### src/rtl/debug_pkg.sv
// -----------------------------------------------------------------------------
// debug_pkg
// Shared constants, command codes, FSM state type and frame layout for the
// host-side pipeline debug controller (debug_unit) and its frame byte mux.
// Frame layout (byte offsets, every field sent MSB byte first):
//   0 header | 1 cycle counter | 5 pc | 6 if_id | 11 id_ex | 29 ex_m |
//   39 m_wb  | 49 registros (only when DEBUG_REGS_DUMP_EN is defined)
// -----------------------------------------------------------------------------
package debug_pkg;

    // Field widths
    localparam int unsigned BYTE_W  = 8;
    localparam int unsigned INSTR_W = 32;
    localparam int unsigned CYC_W   = 32;
    localparam int unsigned PC_W    = 8;
    localparam int unsigned IFID_W  = 40;
    localparam int unsigned IDEX_W  = 144;
    localparam int unsigned EXM_W   = 80;
    localparam int unsigned MWB_W   = 80;
    localparam int unsigned REGS_W  = 1024;

    // Frame byte index width (covers the 177-byte extended frame)
    localparam int unsigned IDX_W   = 8;

    // Behavioural parameters
    localparam logic [INSTR_W-1:0] HALT_WORD    = 32'hFFFF_FFFF;
    localparam int unsigned        DRAIN_CYCLES = 4;
    localparam int unsigned        DRAIN_W      = $clog2(DRAIN_CYCLES + 1);
    localparam logic [BYTE_W-1:0]  FRAME_HDR    = 8'hA5;

    // Host command bytes
    localparam logic [BYTE_W-1:0] CMD_RUN  = 8'h63;  // 'c'
    localparam logic [BYTE_W-1:0] CMD_STEP = 8'h73;  // 's'
    localparam logic [BYTE_W-1:0] CMD_DUMP = 8'h64;  // 'd'

    // Byte offsets of each field inside the dump frame
    localparam int unsigned OFF_CYC  = 1;
    localparam int unsigned OFF_PC   = OFF_CYC  + CYC_W  / BYTE_W;
    localparam int unsigned OFF_IFID = OFF_PC   + PC_W   / BYTE_W;
    localparam int unsigned OFF_IDEX = OFF_IFID + IFID_W / BYTE_W;
    localparam int unsigned OFF_EXM  = OFF_IDEX + IDEX_W / BYTE_W;
    localparam int unsigned OFF_MWB  = OFF_EXM  + EXM_W  / BYTE_W;
    localparam int unsigned OFF_REGS = OFF_MWB  + MWB_W  / BYTE_W;

    localparam int unsigned FRAME_LEN_BASE = 49;
    localparam int unsigned FRAME_LEN_REGS = 177;

    typedef enum logic [2:0] {
        ST_IDLE  = 3'd0,
        ST_RUN   = 3'd1,
        ST_STEP  = 3'd2,
        ST_DRAIN = 3'd3,
        ST_DUMP  = 3'd4
    } state_e;

    // Byte k (0 = most significant) of a field nbytes long, right-aligned in field.
    function automatic logic [BYTE_W-1:0] msb_byte(input logic [REGS_W-1:0] field,
                                                   input int unsigned       nbytes,
                                                   input int unsigned       k);
        return BYTE_W'(field >> (BYTE_W * (nbytes - 1 - k)));
    endfunction

endpackage

### src/rtl/debug_frame_mux.sv
// -----------------------------------------------------------------------------
// debug_frame_mux
// Combinational selection of the dump-frame byte at a given frame index.
// Ports:
//   idx_i        frame byte index
//   cyc_i        enabled-cycle counter
//   pc_i, if_id_i, id_ex_i, ex_m_i, m_wb_i, registros_i  live pipeline images
//   byte_o       selected frame byte
// Build option: DEBUG_REGS_DUMP_EN appends registros after m_wb; otherwise
// registros_i is unused.
// -----------------------------------------------------------------------------
module debug_frame_mux
    import debug_pkg::*;
(
    input  logic [IDX_W-1:0]  idx_i,
    input  logic [CYC_W-1:0]  cyc_i,
    input  logic [PC_W-1:0]   pc_i,
    input  logic [IFID_W-1:0] if_id_i,
    input  logic [IDEX_W-1:0] id_ex_i,
    input  logic [EXM_W-1:0]  ex_m_i,
    input  logic [MWB_W-1:0]  m_wb_i,
    input  logic [REGS_W-1:0] registros_i,
    output logic [BYTE_W-1:0] byte_o
);

    logic [31:0] idx;
    assign idx = 32'(idx_i);

`ifndef DEBUG_REGS_DUMP_EN
    logic unused_regs;
    assign unused_regs = ^registros_i;
`endif

    // Fields are checked in ascending offset order; the last matching one wins.
    always_comb begin
        byte_o = FRAME_HDR;
        if (idx >= OFF_CYC)  byte_o = msb_byte(REGS_W'(cyc_i),   CYC_W  / BYTE_W, idx - OFF_CYC);
        if (idx >= OFF_PC)   byte_o = pc_i;
        if (idx >= OFF_IFID) byte_o = msb_byte(REGS_W'(if_id_i), IFID_W / BYTE_W, idx - OFF_IFID);
        if (idx >= OFF_IDEX) byte_o = msb_byte(REGS_W'(id_ex_i), IDEX_W / BYTE_W, idx - OFF_IDEX);
        if (idx >= OFF_EXM)  byte_o = msb_byte(REGS_W'(ex_m_i),  EXM_W  / BYTE_W, idx - OFF_EXM);
        if (idx >= OFF_MWB)  byte_o = msb_byte(REGS_W'(m_wb_i),  MWB_W  / BYTE_W, idx - OFF_MWB);
`ifdef DEBUG_REGS_DUMP_EN
        if (idx >= OFF_REGS) byte_o = msb_byte(registros_i,      REGS_W / BYTE_W, idx - OFF_REGS);
`endif
    end

endmodule

### src/rtl/debug_unit.sv
// -----------------------------------------------------------------------------
// debug_unit
// Host-side pipeline debug controller: takes command bytes from UART RX,
// drives the pipeline enable (continuous run / single step) and serializes a
// fixed frame of pipeline state to UART TX over a valid/ready handshake.
// Ports:
//   clk, rst               clock, synchronous active-high reset
//   rx_data, rx_valid      command byte from UART RX (one-cycle pulse)
//   tx_data, tx_valid      frame byte to UART TX, held until tx_ready
//   tx_ready               UART TX accepts the byte
//   pipe_enable            pipeline enable
//   instruccion, pc, if_id, id_ex, ex_m, m_wb, registros   pipeline debug images
//   busy                   controller not idle
//   halted                 HALT_WORD has been retired
// Build option: DEBUG_REGS_DUMP_EN extends the frame with registros (177 bytes).
// -----------------------------------------------------------------------------
module debug_unit
    import debug_pkg::*;
(
    input  logic                clk,
    input  logic                rst,
    input  logic [BYTE_W-1:0]   rx_data,
    input  logic                rx_valid,
    output logic [BYTE_W-1:0]   tx_data,
    output logic                tx_valid,
    input  logic                tx_ready,
    output logic                pipe_enable,
    input  logic [INSTR_W-1:0]  instruccion,
    input  logic [PC_W-1:0]     pc,
    input  logic [IFID_W-1:0]   if_id,
    input  logic [IDEX_W-1:0]   id_ex,
    input  logic [EXM_W-1:0]    ex_m,
    input  logic [MWB_W-1:0]    m_wb,
    input  logic [REGS_W-1:0]   registros,
    output logic                busy,
    output logic                halted
);

`ifdef DEBUG_REGS_DUMP_EN
    localparam int unsigned FRAME_LEN = FRAME_LEN_REGS;
`else
    localparam int unsigned FRAME_LEN = FRAME_LEN_BASE;
`endif
    localparam logic [IDX_W-1:0] LAST_IDX = IDX_W'(FRAME_LEN - 1);

    state_e              state_q,       state_d;
    logic [DRAIN_W-1:0]  drain_q,       drain_d;
    logic [IDX_W-1:0]    idx_q,         idx_d;
    logic [CYC_W-1:0]    cyc_q,         cyc_d;
    logic [BYTE_W-1:0]   tx_data_q,     tx_data_d;
    logic                tx_valid_q,    tx_valid_d;
    logic                pipe_enable_q, pipe_enable_d;
    logic                busy_q,        busy_d;
    logic                halted_q,      halted_d;
    logic                tx_load;
    logic [BYTE_W-1:0]   frame_byte;

    // Frame byte for the index that will be presented next cycle
    debug_frame_mux u_frame_mux (
        .idx_i       (idx_d),
        .cyc_i       (cyc_q),
        .pc_i        (pc),
        .if_id_i     (if_id),
        .id_ex_i     (id_ex),
        .ex_m_i      (ex_m),
        .m_wb_i      (m_wb),
        .registros_i (registros),
        .byte_o      (frame_byte)
    );

    // Next-state logic for the control FSM and frame index
    always_comb begin
        state_d    = state_q;
        drain_d    = drain_q;
        idx_d      = idx_q;
        tx_valid_d = tx_valid_q;
        halted_d   = halted_q;
        tx_load    = 1'b0;

        case (state_q)
            ST_IDLE: begin
                if (rx_valid) begin
                    case (rx_data)
                        CMD_RUN:  if (!halted_q) state_d = ST_RUN;
                        CMD_STEP: if (!halted_q) state_d = ST_STEP;
                        CMD_DUMP: begin
                            state_d = ST_DUMP;
                            idx_d   = '0;
                        end
                        default: ;
                    endcase
                end
            end

            // pipe_enable is high for every cycle spent in RUN
            ST_RUN: begin
                if (instruccion == HALT_WORD) begin
                    state_d = ST_DRAIN;
                    drain_d = DRAIN_W'(DRAIN_CYCLES);
                end
            end

            ST_DRAIN: begin
                if (drain_q <= DRAIN_W'(1)) begin
                    state_d  = ST_DUMP;
                    idx_d    = '0;
                    halted_d = 1'b1;
                end else begin
                    drain_d = drain_q - DRAIN_W'(1);
                end
            end

            ST_STEP: begin
                state_d = ST_DUMP;
                idx_d   = '0;
            end

            // First DUMP cycle only loads byte 0; afterwards each accepted
            // byte is immediately replaced by the next one.
            ST_DUMP: begin
                if (!tx_valid_q) begin
                    tx_load    = 1'b1;
                    tx_valid_d = 1'b1;
                end else if (tx_ready) begin
                    if (idx_q == LAST_IDX) begin
                        tx_valid_d = 1'b0;
                        state_d    = ST_IDLE;
                    end else begin
                        idx_d   = idx_q + IDX_W'(1);
                        tx_load = 1'b1;
                    end
                end
            end

            default: state_d = ST_IDLE;
        endcase
    end

    // Registered output values derived from the next state
    always_comb begin
        tx_data_d     = tx_load ? frame_byte : tx_data_q;
        pipe_enable_d = (state_d == ST_RUN) || (state_d == ST_STEP) || (state_d == ST_DRAIN);
        busy_d        = (state_d != ST_IDLE);
        cyc_d         = pipe_enable_q ? cyc_q + CYC_W'(1) : cyc_q;
    end

    always_ff @(posedge clk) begin
        if (rst) begin
            state_q       <= ST_IDLE;
            drain_q       <= '0;
            idx_q         <= '0;
            cyc_q         <= '0;
            tx_data_q     <= '0;
            tx_valid_q    <= 1'b0;
            pipe_enable_q <= 1'b0;
            busy_q        <= 1'b0;
            halted_q      <= 1'b0;
        end else begin
            state_q       <= state_d;
            drain_q       <= drain_d;
            idx_q         <= idx_d;
            cyc_q         <= cyc_d;
            tx_data_q     <= tx_data_d;
            tx_valid_q    <= tx_valid_d;
            pipe_enable_q <= pipe_enable_d;
            busy_q        <= busy_d;
            halted_q      <= halted_d;
        end
    end

    assign tx_data     = tx_data_q;
    assign tx_valid    = tx_valid_q;
    assign pipe_enable = pipe_enable_q;
    assign busy        = busy_q;
    assign halted      = halted_q;

endmodule
### config.mk
export PLATFORM = sky130hd
export DESIGN_NAME = debug_unit
export DESIGN_NICKNAME = d
export VERILOG_FILES = /design/src/rtl/debug_pkg.sv /design/src/rtl/debug_frame_mux.sv /design/src/rtl/debug_unit.sv
export SDC_FILE = /design/constraint.sdc
export NUM_CORES = 1
export LEC_CHECK = 0
export ABC_AREA = 1
export CAP_MARGIN = 5
export CORE_AREA = 5 5 552 554
export DETAILED_ROUTE_END_ITERATION = 8
export DIE_AREA = 0 0 557 559
export PLACE_DENSITY = 0.3
export SLEW_MARGIN = 0
export SYNTH_ARGS = -nofsm -noshare
export SYNTH_HDL_FRONTEND = slang
export SYNTH_SLANG_ARGS = --single-unit
### constraint.sdc
create_clock -name clk -period 6.04 [get_ports clk]
set_input_delay 1.208 -clock clk [delete_from_list [all_inputs] [get_ports clk]]
set_output_delay 1.208 -clock clk [all_outputs]
set_load 0.05 [all_outputs]
==> summary.txt <==
worst slack at placement - -0.240 ns
layout cells sized above 1 - 0.174
clk buf depth - 2
core area - 299000 sq um
slowest CP cell - clkdlybuf4s50_1
Seq/Total Area, Yosys - 0.127
Crit path buffers/inverters - 8
Final ANT Viol Nets - 0
crit path time final - 5.58 ns
Placement Rows - 201
Area growth, synth to finish - 121%
Worst Hold Class - register to register
Final period util - 0.924
Initial DRC Count - 765
hold path cells - 2
Startpoint Class - primary input
Clock power frac - 0.436
post-DP HPWL - 69.6 mm
# fillers - 35279
Arrival @ worst endpoint - 5.90 ns
most frequent cells in the layout - 406 x clkdlybuf4s50_1, 340 x nand2_1, 283 x nor2_1
first-pass GRT wire length - 107 mm
CTS sink cnt - 58
vias - 13345
achievable clock frequency - 0.179 GHz
worst skew pair latency - 0.39 ns
grt total ovfl - 0
non-filler cells, final - 6185
Worst path depth - 41
number of I/O pins - 1432
Synth Register Bits - 58
Hold Fails Final Rpt - 0
Placed Instances - 6159
status - finished clean
cell area power density - 68.1 nW/um^2
DRT Pass-1 Iters - 7
part of the power in registers - 0.278
RSZ-0062 raised after global routing - no
EDFF count, synth - 0
TritonCTS clock tree - done
Final nets - 3674
worst r2r path cells - 40
Worst setup EP type - register
Detailed Route WL - 79.8 mm
WL/cell - 12.9 microns
most common cell after layout, fill and taps aside - clkdlybuf4s50_1
max-slew violations - 0
die area - 311000 sq um
combinational share of power - 0.286
clock root cell - clkbuf_16
Slew @ Worst Pin - 1.01 ns
Post-Syn Nets - 3103
routability cong. - 0.764
ys async rst share - 0
Setup Buffers After CTS - 0
ys flop type - dfxtp_1
crit-path max cell delay - 0.48 ns
most used cell, CP - nand2_1
Final Skew - 0.0163 ns
total negative slack - 0 ns
Final Util - 0.0677
Cell Area, Synth - 9170 sq um
total of max-cap violations - 0
Final setup viols - 0
pin count of the biggest net entering global routing - 103
initial antenna violation count - 41
Port Buffers - 407
Net Sw Frac - 0.266
Initial Util - 0.0307
TritonCTS Buffers - 9
YS warnings - 0
Internal - 1.01 mW
Leak Pwr - 6.70 nW
H-tree levels - 3
Relative slew margins - 0.329
vias in the first global route - 13429
Mapped Avg Cell Area - 5.59 sq um
crit-path leading delay family - simple AND/OR/NAND/NOR gates
sw power - 0.367 mW
Crit Path Class - primary input to register
Mapped Cells - 1641
Die X - 557 microns
Yosys cell types - 52
WP data required - 6.36 ns
# DRC - 0
CTS Hold Bufs - 0
VDD IR max - 130 uV
vias per std cell - 2.16
die height - 559 microns
crit path max fanout - 5
fin worst setup slack - 0.457 ns
GRT Util Overall - 0.0495
Worst-path clk slew - 0.07 ns
final hold slack - 0.477 ns
## cell families (layout without fill, tap and decap cells)
group / after synthesis / count (layout) / share of synthesized area
other cells: 0 / 11 / 0
simple gates: 924 / 924 / 0.450
compound gates: 381 / 381 / 0.244
buf+inv: 212 / 787 / 0.0932
xor+xnor: 24 / 24 / 0.0291
flops: 58 / 58 / 0.127
fa+ha+maj: 42 / 42 / 0.0573
## sequential cells by signal, summed over array words and instances (netlist names)
register	flops
idx_q	8
halted	1
pipe_enable	1
tx_valid	1
drain_q	3
state_q	3
cyc_q	32
tx_data	8
busy	1
## worst reg2reg max path, delay by kind of cell, from the launching register on
family                   cells  cell delay, ns
adder cells (fa/ha/maj)      3            0.61
AND/OR/NAND/NOR             31            3.18
buffers and inverters        5            0.55
flip-flops                   1            0.37
AO/OA/AOI/OAI                1            0.11
## power by group through the flow
stage	clock network (mW)	registers [mW]	logic, mW
floorplan	0	0.392	0.0610
global placement	0	0.391	0.404
detailed placement	0	0.391	0.404
CTS	0.646	0.383	0.406
global route	0.651	0.383	0.424
finish	0.601	0.383	0.394
## through the flow
step / power [mW] / area (sq um)
after CTS: 1.43 / 20100
after floorplan: 0.453 / 9170
after global routing: 1.46 / 20200
after detailed placement: 0.795 / 19800
final: 1.38 / 20200
after global placement: 0.795 / 19800
## cell usage after synthesis (20+ instances only)
library cell	instances	area, sq um
inv_2	20	75.1
nand2_2	25	156
clkbuf_1	53	199
o21ai_0	210	1050
o22ai_1	39	244
ha_1	42	526
inv_1	111	417
dfxtp_1	58	1160
nor3_1	23	115
nand3_1	122	611
a21oi_1	39	195
nor2_1	286	1070
nand2_1	341	1280
o211ai_1	26	195
nand4_1	52	325
## worst paths after layout
kind	start	to	slack (ns)
worst max register to register	idx_q[0]	tx_data[2]	1.19
worst min-delay path	cyc_q[31]	cyc_q[31]	0.48
worst min register to register	cyc_q[31]	cyc_q[31]	0.48
worst max-delay path	rx_data[3]	tx_data[2]	0.46
## cell type report
cell class | count | area [sq um] | share of cell area
diodes | 11 | 27.5 | 0.00136
multi-input cells | 1371 | 7250 | 0.359
inverters | 133 | 500 | 0.0247
flip-flops and latches | 58 | 1160 | 0.0574
repair buffers | 639 | 6030 | 0.298
clock buffers | 9 | 225 | 0.0111
well taps | 3958 | 4950 | 0.245
clock inverters | 6 | 82.6 | 0.00408
## per-layer routing
layer | global-route usage | vias to the layer above | share of wire
met5 | 0 | - | 0.00096
met4 | 0.0175 | 14 | 0.029
met3 | 0.00981 | 64 | 0.045
met2 | 0.0944 | 319 | 0.54
met1 | 0.0535 | 6219 | 0.38
li1 | - | 6729 | -
## repair_timing
item | in CTS | in global routing
setup endpoints to repair | 0 | 8
resized for setup | 0 | 17
endpoints found under the hold margin | 0 | 0
Power figures use the tool's default switching activity.
